[src/rtl/deser_8.sv]
// deser_8: serial-to-parallel deserializer. Each accepted serial bit is written
// into slot SEL (or 7-SEL when MSB-first) of an 8-bit assembly register, and
// completed bytes are offered on a valid/ready output port.
// Optional feature macro: DESER8_PARITY_EN adds an even-parity bit after each
// byte, a PARITY state and the sticky PAR_ERR output.
module deser_8 #(
  parameter int unsigned LSB_FIRST = 1
) (
  input  logic       clk,
  input  logic       rst,
  input  logic       SYNC,
  input  logic       IN_VALID,
  input  logic       IN_BIT,
  output logic       IN_READY,
  output logic [7:0] OUT,
  output logic       OUT_VALID,
  input  logic       OUT_READY,
  output logic [2:0] SEL,
  output logic       OVERRUN
`ifdef DESER8_PARITY_EN
  ,
  output logic       PAR_ERR
`endif
);

  typedef enum logic {
    COLLECT = 1'b0,
    PARITY  = 1'b1
  } state_t;

  state_t     state_q, state_d;
  logic [2:0] sel_q, sel_d;
  logic [7:0] asm_q, asm_d;
  logic [7:0] out_q, out_d;
  logic       out_vld_q, out_vld_d;
  logic       ovr_q, ovr_d;
  logic       perr_q, perr_d;
  logic [2:0] slot;
  logic       accept;
  logic       complete;

  // Bit-slot mapping: the first received bit lands in bit 0 or bit 7
  assign slot   = (LSB_FIRST != 0) ? sel_q : (3'd7 - sel_q);
  // SYNC discards any beat presented in the same cycle
  assign accept = IN_VALID && !rst && !SYNC;

  // State register: all control and data registers, synchronous reset
  always_ff @(posedge clk) begin
    if (rst) begin
      state_q   <= COLLECT;
      sel_q     <= 3'd0;
      asm_q     <= 8'h00;
      out_q     <= 8'h00;
      out_vld_q <= 1'b0;
      ovr_q     <= 1'b0;
      perr_q    <= 1'b0;
    end else begin
      state_q   <= state_d;
      sel_q     <= sel_d;
      asm_q     <= asm_d;
      out_q     <= out_d;
      out_vld_q <= out_vld_d;
      ovr_q     <= ovr_d;
      perr_q    <= perr_d;
    end
  end

  // Next-state logic: slot write, SEL advance, byte completion and hand-off
  always_comb begin
    state_d   = state_q;
    sel_d     = sel_q;
    asm_d     = asm_q;
    out_d     = out_q;
    out_vld_d = out_vld_q;
    ovr_d     = ovr_q;
    perr_d    = perr_q;
    complete  = 1'b0;

    // A consumed byte frees the output unless a new byte arrives below
    if (out_vld_q && OUT_READY) begin
      out_vld_d = 1'b0;
    end

    if (SYNC) begin
      sel_d   = 3'd0;
      asm_d   = 8'h00;
      state_d = COLLECT;
    end else if (accept) begin
      case (state_q)
        COLLECT: begin
          asm_d[slot] = IN_BIT;
          sel_d       = sel_q + 3'd1;
          if (sel_q == 3'd7) begin
`ifdef DESER8_PARITY_EN
            state_d = PARITY;
`else
            complete = 1'b1;
`endif
          end
        end
`ifdef DESER8_PARITY_EN
        PARITY: begin
          // SEL already wrapped to 0 and stays there for the parity beat
          complete = 1'b1;
          state_d  = COLLECT;
          if ((^asm_q) ^ IN_BIT) begin
            perr_d = 1'b1;
          end
        end
`endif
        default: state_d = COLLECT;
      endcase
    end

    // Completed byte: load if the slot is free or being freed, else drop it
    if (complete) begin
      if (!out_vld_q || OUT_READY) begin
        out_d     = asm_d;
        out_vld_d = 1'b1;
      end else begin
        ovr_d = 1'b1;
      end
    end
  end

  // Output logic: registered values straight to the ports
  always_comb begin
    IN_READY  = !rst;
    OUT       = out_q;
    OUT_VALID = out_vld_q;
    SEL       = sel_q;
    OVERRUN   = ovr_q;
`ifdef DESER8_PARITY_EN
    PAR_ERR   = perr_q;
`endif
  end

`ifndef DESER8_PARITY_EN
  // Parity error register only reaches a port in the parity build
  logic unused_perr;
  assign unused_perr = perr_q;
`endif

endmodule

[config.mk]
export PLATFORM = sky130hd
export DESIGN_NAME = deser_8
export DESIGN_NICKNAME = d
export VERILOG_FILES = /design/src/rtl/deser_8.sv
export SDC_FILE = /design/constraint.sdc
export NUM_CORES = 1
export LEC_CHECK = 0
export ABC_AREA = 1
export BUFFER_PORTS_ARGS = -buffer_cell sky130_fd_sc_hd__clkbuf_2
export CORE_ASPECT_RATIO = 1.2
export CORE_MARGIN = 8
export CORE_UTILIZATION = 30
export DETAILED_ROUTE_END_ITERATION = 7
export PLACE_DENSITY_LB_ADDON = 0.1
export SLEW_MARGIN = 15
export SYNTH_ARGS = -nofsm -noshare
export SYNTH_HDL_FRONTEND = slang
export SYNTH_SLANG_ARGS = --single-unit
[constraint.sdc]
create_clock -name clk -period 2.65 [get_ports clk]
set_input_delay 0.53 -clock clk [delete_from_list [all_inputs] [get_ports clk]]
set_output_delay 0.53 -clock clk [all_outputs]
set_load 0.005 [all_outputs]
## Word-level counts from Yosys, hierarchy flattened

Index checks and enable logic that the tools add are counted.

| operators by class | value |
|---|---|
| mux-type cells | 11 |
| order comparisons | 2 |
| reductions and logical operators | 11 |
| $add $sub $neg | 1 |
| bitwise gates (word level) | 1 |
| eq/ne operators | 1 |

Operators by type and width:

| kind | count |
|---|---|
| $mux W8 | 2 |
| $bwmux W8 | 1 |
| $mux W1 | 7 |
| $logic_and A1 B1 Y1 | 4 |
| $lt A3 B4 Y1 const B | 1 |
| $reduce_and A2 Y1 | 2 |
| $add A3 B1 Y3 const B | 1 |
| $demux W1 S3 | 1 |
| $eq A3 B3 Y1 const B | 1 |
| $ge A3 B1 Y1 const B | 1 |
| $logic_not A1 Y1 | 3 |
| $reduce_or A2 Y1 | 1 |
| $logic_or A1 B1 Y1 | 1 |
| $not A1 Y1 | 1 |

| storage, ports and cells | value |
|---|---|
| input bits | 6 |
| bits in registers | 21 |
| output and inout bits | 14 |

## Longest topological paths before layout

| logic depth | value |
|---|---|
| word-level depth | 7 |
| depth in mapped cells | 9 |
| mapped depth without buffers | 8 |

## Least setup slack after synthesis

No wires, ideal clock.

| timing path | value |
|---|---|
| kind | register -> register |
| from | register sel_q[0], in the netlist SEL[0] |
| to | register out_q[6], in the netlist OUT[6] |
| arrival | 1.223 ns |
| stages on the path, launching flop included | 10 |
| setup slack | 1.310 ns |
| path buffers | 1 |
| required time | 2.533 ns |
| path through | dfxtp_1 ha_1 ha_1 nand2_1 nor2_4 nand2_2 inv_4 buf_6 o21ai_2 a21oi_2 |

| between the ends | value |
|---|---|
| longest elaborated chain between the ends | 7 |
| elaborated cells on any way between the ends | 13 |
| those cells by class | 2 x order compare; 1 x eq/ne; 8 x mux; 2 x reduce/logical |

RTL lines:

| what | line | RTL |
|---|---|---|
| start: declaration | 32 | `logic [2:0] sel_q, sel_d;` |
| start signal: assignment | 59 | `sel_q <= sel_d;` |
| $lt A3 B4 Y1 (implied by the code) or $ge A3 B1 Y1 (tied branches) | 91 | `asm_d[slot] = IN_BIT;` |
| $logic_and A1 B1 Y1 (implied by the code) | 91 |  |
| $mux W1 (implied by the code) | 91 |  |
| $demux W1 S3 | 91 |  |
| $bwmux W8 | 91 |  |
| $mux W8 | 88 | `end else if (accept) begin` |
| $mux W8 | 84 | `if (SYNC) begin` |
| end signal: assignment | 61 | `out_q <= out_d;` |
| end: declaration | 34 | `logic [7:0] out_q, out_d;` |

Several ways; a longest one is shown, not always the timed one.
A chain may end at the register's enable or synchronous reset.

## Final worst setup path

| timing path | value |
|---|---|
| from | input rst |
| to | output IN_READY |

| between the ends | value |
|---|---|
| longest elaborated chain between the ends | 1 |

RTL lines:

| what | line | RTL |
|---|---|---|
| start: declaration | 10 | `input logic rst,` |
| $logic_not A1 Y1 | 128 | `IN_READY = !rst;` |
| end: declaration | 14 | `output logic IN_READY,` |

Every way passes these cells.

==> results by group <==
Route
  – DR vias/cell: around 4.7
  – Metal3 WL: ~120 um
  – WL met1: around 1.1 mm
  – Routed len/inst: 12.0 um
  – DRT antenna net count: 0
  – Met2 wire len: about 940 um
  – Via Count: between 800 and 900
  – # DRC: 0
  – First-pass DRT Iterations: 4
  – DRT iter0 DRCs: 38
  – Max Used Layer: met4
  – DRT Wirelength: 2.22 mm

Synth
  – Post-synth EDFFs: 0
  – Cells after Synth: ~130
  – Mapped Nets: 137
  – Top cells by area, synth: dfxtp_1, nand3_1, nand2_1
  – YS warnings: 0
  – Synth Flop Type: dfxtp_1
  – Yosys top cell area share: 0.441
  – Post-synth cell types: 19
  – Syn avg cell area: about 7.4 um^2
  – Synth cell count leaders: dfxtp_1, nand3_1, nand2_1, nor2_1, inv_1
  – Sequential area share after synthesis: 0.441
  – Asr flop ratio synth: 0
  – Most common cell in the netlist: dfxtp_1
  – Cell area after synthesis: 953 um^2
  – Flops & latches, synth: 21
  – Post-synth top area cell: dfxtp_1

Global routing
  – Largest net degree at the start of global routing: 17
  – First-pass GRT wire length: approximately 3.9 mm
  – GRT Overall Usage: 0.0925
  – Initial antenna violation count: 0
  – Grt total ovfl: 0
  – Vias in the first global route: about 910

Worst setup path
  – CP Capture Type: output pin
  – Crit path launch type: primary input
  – CP required: around 2.1 ns
  – Kind of critical path: in -> out
  – RR Startpoint: SEL[1]$_SDFFE_PP0N_
  – Worst R2R Path Depth: 8
  – Critical path peak fanout: 11
  – Arrival time at the worst endpoint: ~1.1 ns
  – Worst r2r dst: OUT[4]$_SDFFE_PP0P_
  – R2R Setup Slk: roughly 1.2 ns

Die
  – Die Y-Extent: slightly below 80 um
  – Std-Cell Rows: 22
  – DIE WIDTH: just under 70 um
  – I/O pins: 20
  – Core Region: about 3000 um^2
  – Die ar.: between 5000 and 6000 um^2
  – Initial Utilization: 0.312

Timing
  – Fin crit share: 0.626
  – Slew Limit Fails: 0
  – Count of final hold-check violations: 0
  – Final clock skew: between 0.002 and 0.003 ns
  – Final hold slack: 0.501 ns
  – Least-Margin Pin Slew: ~0.28 ns
  – Setup TNS: 0 ns
  – Final Setup Violations: 0
  – Fin crit period: ~1.7 ns
  – Unrepaired setup endpoints after global routing: no
  – Achievable Freq: about 0.60 GHz
  – Slew Limit Headroom: 0.815

Clocking
  – Clock transition at path regs: about 0.12 ns
  – Clk Latency, worst-skew pair: 0.30 ns
  – CTS H-tree lvls: 1
  – Clk sink count: 21
  – Post-CTS sizing: 0
  – CTS tree: built
  – Longest Clk Path Bufs: 2
  – Root Driver: clkbuf_4
  – CTS Buf Count: 3
  – Setup repair bufs after CTS: 0
  – Hold buffers post-CTS: 0

Pwr
  – Pwr dens: ~470 nW/um^2
  – Pleak: 0.493 nW
  – VDD IR max: 223 uV

Worst hold path
  – Hold Startpoint: OVERRUN$_SDFFE_PP0P_
  – Worst Hold Endpoint: OVERRUN$_SDFFE_PP0P_
  – Hold path cells: 2
  – Hold crit path type: reg -> reg

Job
  – Max_cap viols: 0

Placed design
  – Detailed placement HPWL: between 1.5 and 2 mm
  – DP Area: approximately 1100 um^2
  – Post-Place Cells: 181
  – Final GP Congestion: 0.734
  – IO buf count: 19

Layout
  – Final Net Count: between 150 and 200
  – Ant diodes: 0
  – Post-route cell area: 1100 um^2
  – Layout area overhead: 15.2%
  – Final cell count without fillers: 185
  – Fillers: 356
  – Layout cells sized above 1: 0.242

Run status
  – Outcome: finished, final reports clean
## worst max path at each step
| stage | from | to | slack, ns | depth (start not counted) |
|---|---|---|---|---|
| floorplan | SEL[0]$_SDFFE_PP0N_ | OUT[6]$_SDFFE_PP0P_ | 1.31 | 9 |
| global placement | rst | OUT[2]$_SDFFE_PP0P_ | 0.99 | 7 |
| detailed placement | rst | OUT[4]$_SDFFE_PP0P_ | 0.93 | 7 |
| CTS | rst | IN_READY | 0.99 | 3 |
| global route | SEL[0]$_SDFFE_PP0N_ | OUT[5]$_SDFFE_PP0P_ | 0.94 | 8 |
| finish | rst | IN_READY | 0.99 | 3 |
## cells in the final DEF (no fill, tap or decap), types with 3 or more instances in the layout
cell | netlist | layout
dfxtp_1 | 21 | 21
nand3_1 | 20 | 20
clkbuf_2 | 0 | 19
nand2_1 | 18 | 18
nor2_1 | 17 | 17
inv_1 | 16 | 16
o21ai_0 | 9 | 9
a21oi_1 | 8 | 8
nor2_2 | 3 | 3
clkbuf_4 | 0 | 3
## flip-flops by register name (all words and copies together), names as in the netlist
signal     count
SEL            3
OUT_VALID      1
asm_q          8
OUT            8
OVERRUN        1
## critical path, cell delays in order
cell and delay (ns):
clkbuf_2 0.20, inv_2 0.24, clkbuf_2 0.16
## cell type report
| cell class | count | area, um^2 | area share |
|---|---|---|---|
| multi-input cells | 85 | 432 | 0.393 |
| flip-flops and latches | 21 | 420 | 0.383 |
| repair buffers | 19 | 95.1 | 0.0866 |
| clock buffers | 4 | 26.3 | 0.0239 |
| inverters | 20 | 80.1 | 0.0729 |
| well taps | 36 | 45.0 | 0.0410 |
## power by group
| group | internal [mW] | leakage, nW | total, mW | switching [mW] |
|---|---|---|---|---|
| clock | 0.0586 | 0.0150 | 0.156 | 0.0972 |
| combinational | 0.0111 | 0.309 | 0.0390 | 0.0279 |
| sequential | 0.318 | 0.169 | 0.321 | 0.00303 |
## per-stage QoR
| stage | utilization | power [mW] | setup WS (ns) |
|---|---|---|---|
| after global placement | 0.351 | 0.367 | 0.985 |
| after floorplan | - | 0.353 | 1.31 |
| final | 0.360 | 0.516 | 0.991 |
| after CTS | 0.360 | 0.526 | 0.987 |
| after global routing | 0.360 | 0.541 | 0.944 |
| after detailed placement | 0.351 | 0.367 | 0.927 |
## kinds of logic (layout without fill, tap and decap cells)
logic type / Yosys count / in the layout / synth area share
AOI/OAI and AO/OA: 22 / 22 / 0.134
adders and majority gates: 2 / 2 / 0.0262
buffers and inverters: 23 / 43 / 0.106
DFF: 21 / 21 / 0.441
and+or+nand+nor: 61 / 61 / 0.293
## metal layers
layer  up-vias  track usage
met2        18        0.140
li1        452            -
met3         4       0.0273
met5         -            0
met1       400        0.117
met4         0       0.0398
No activity file was read; power rests on OpenSTA's default activity.
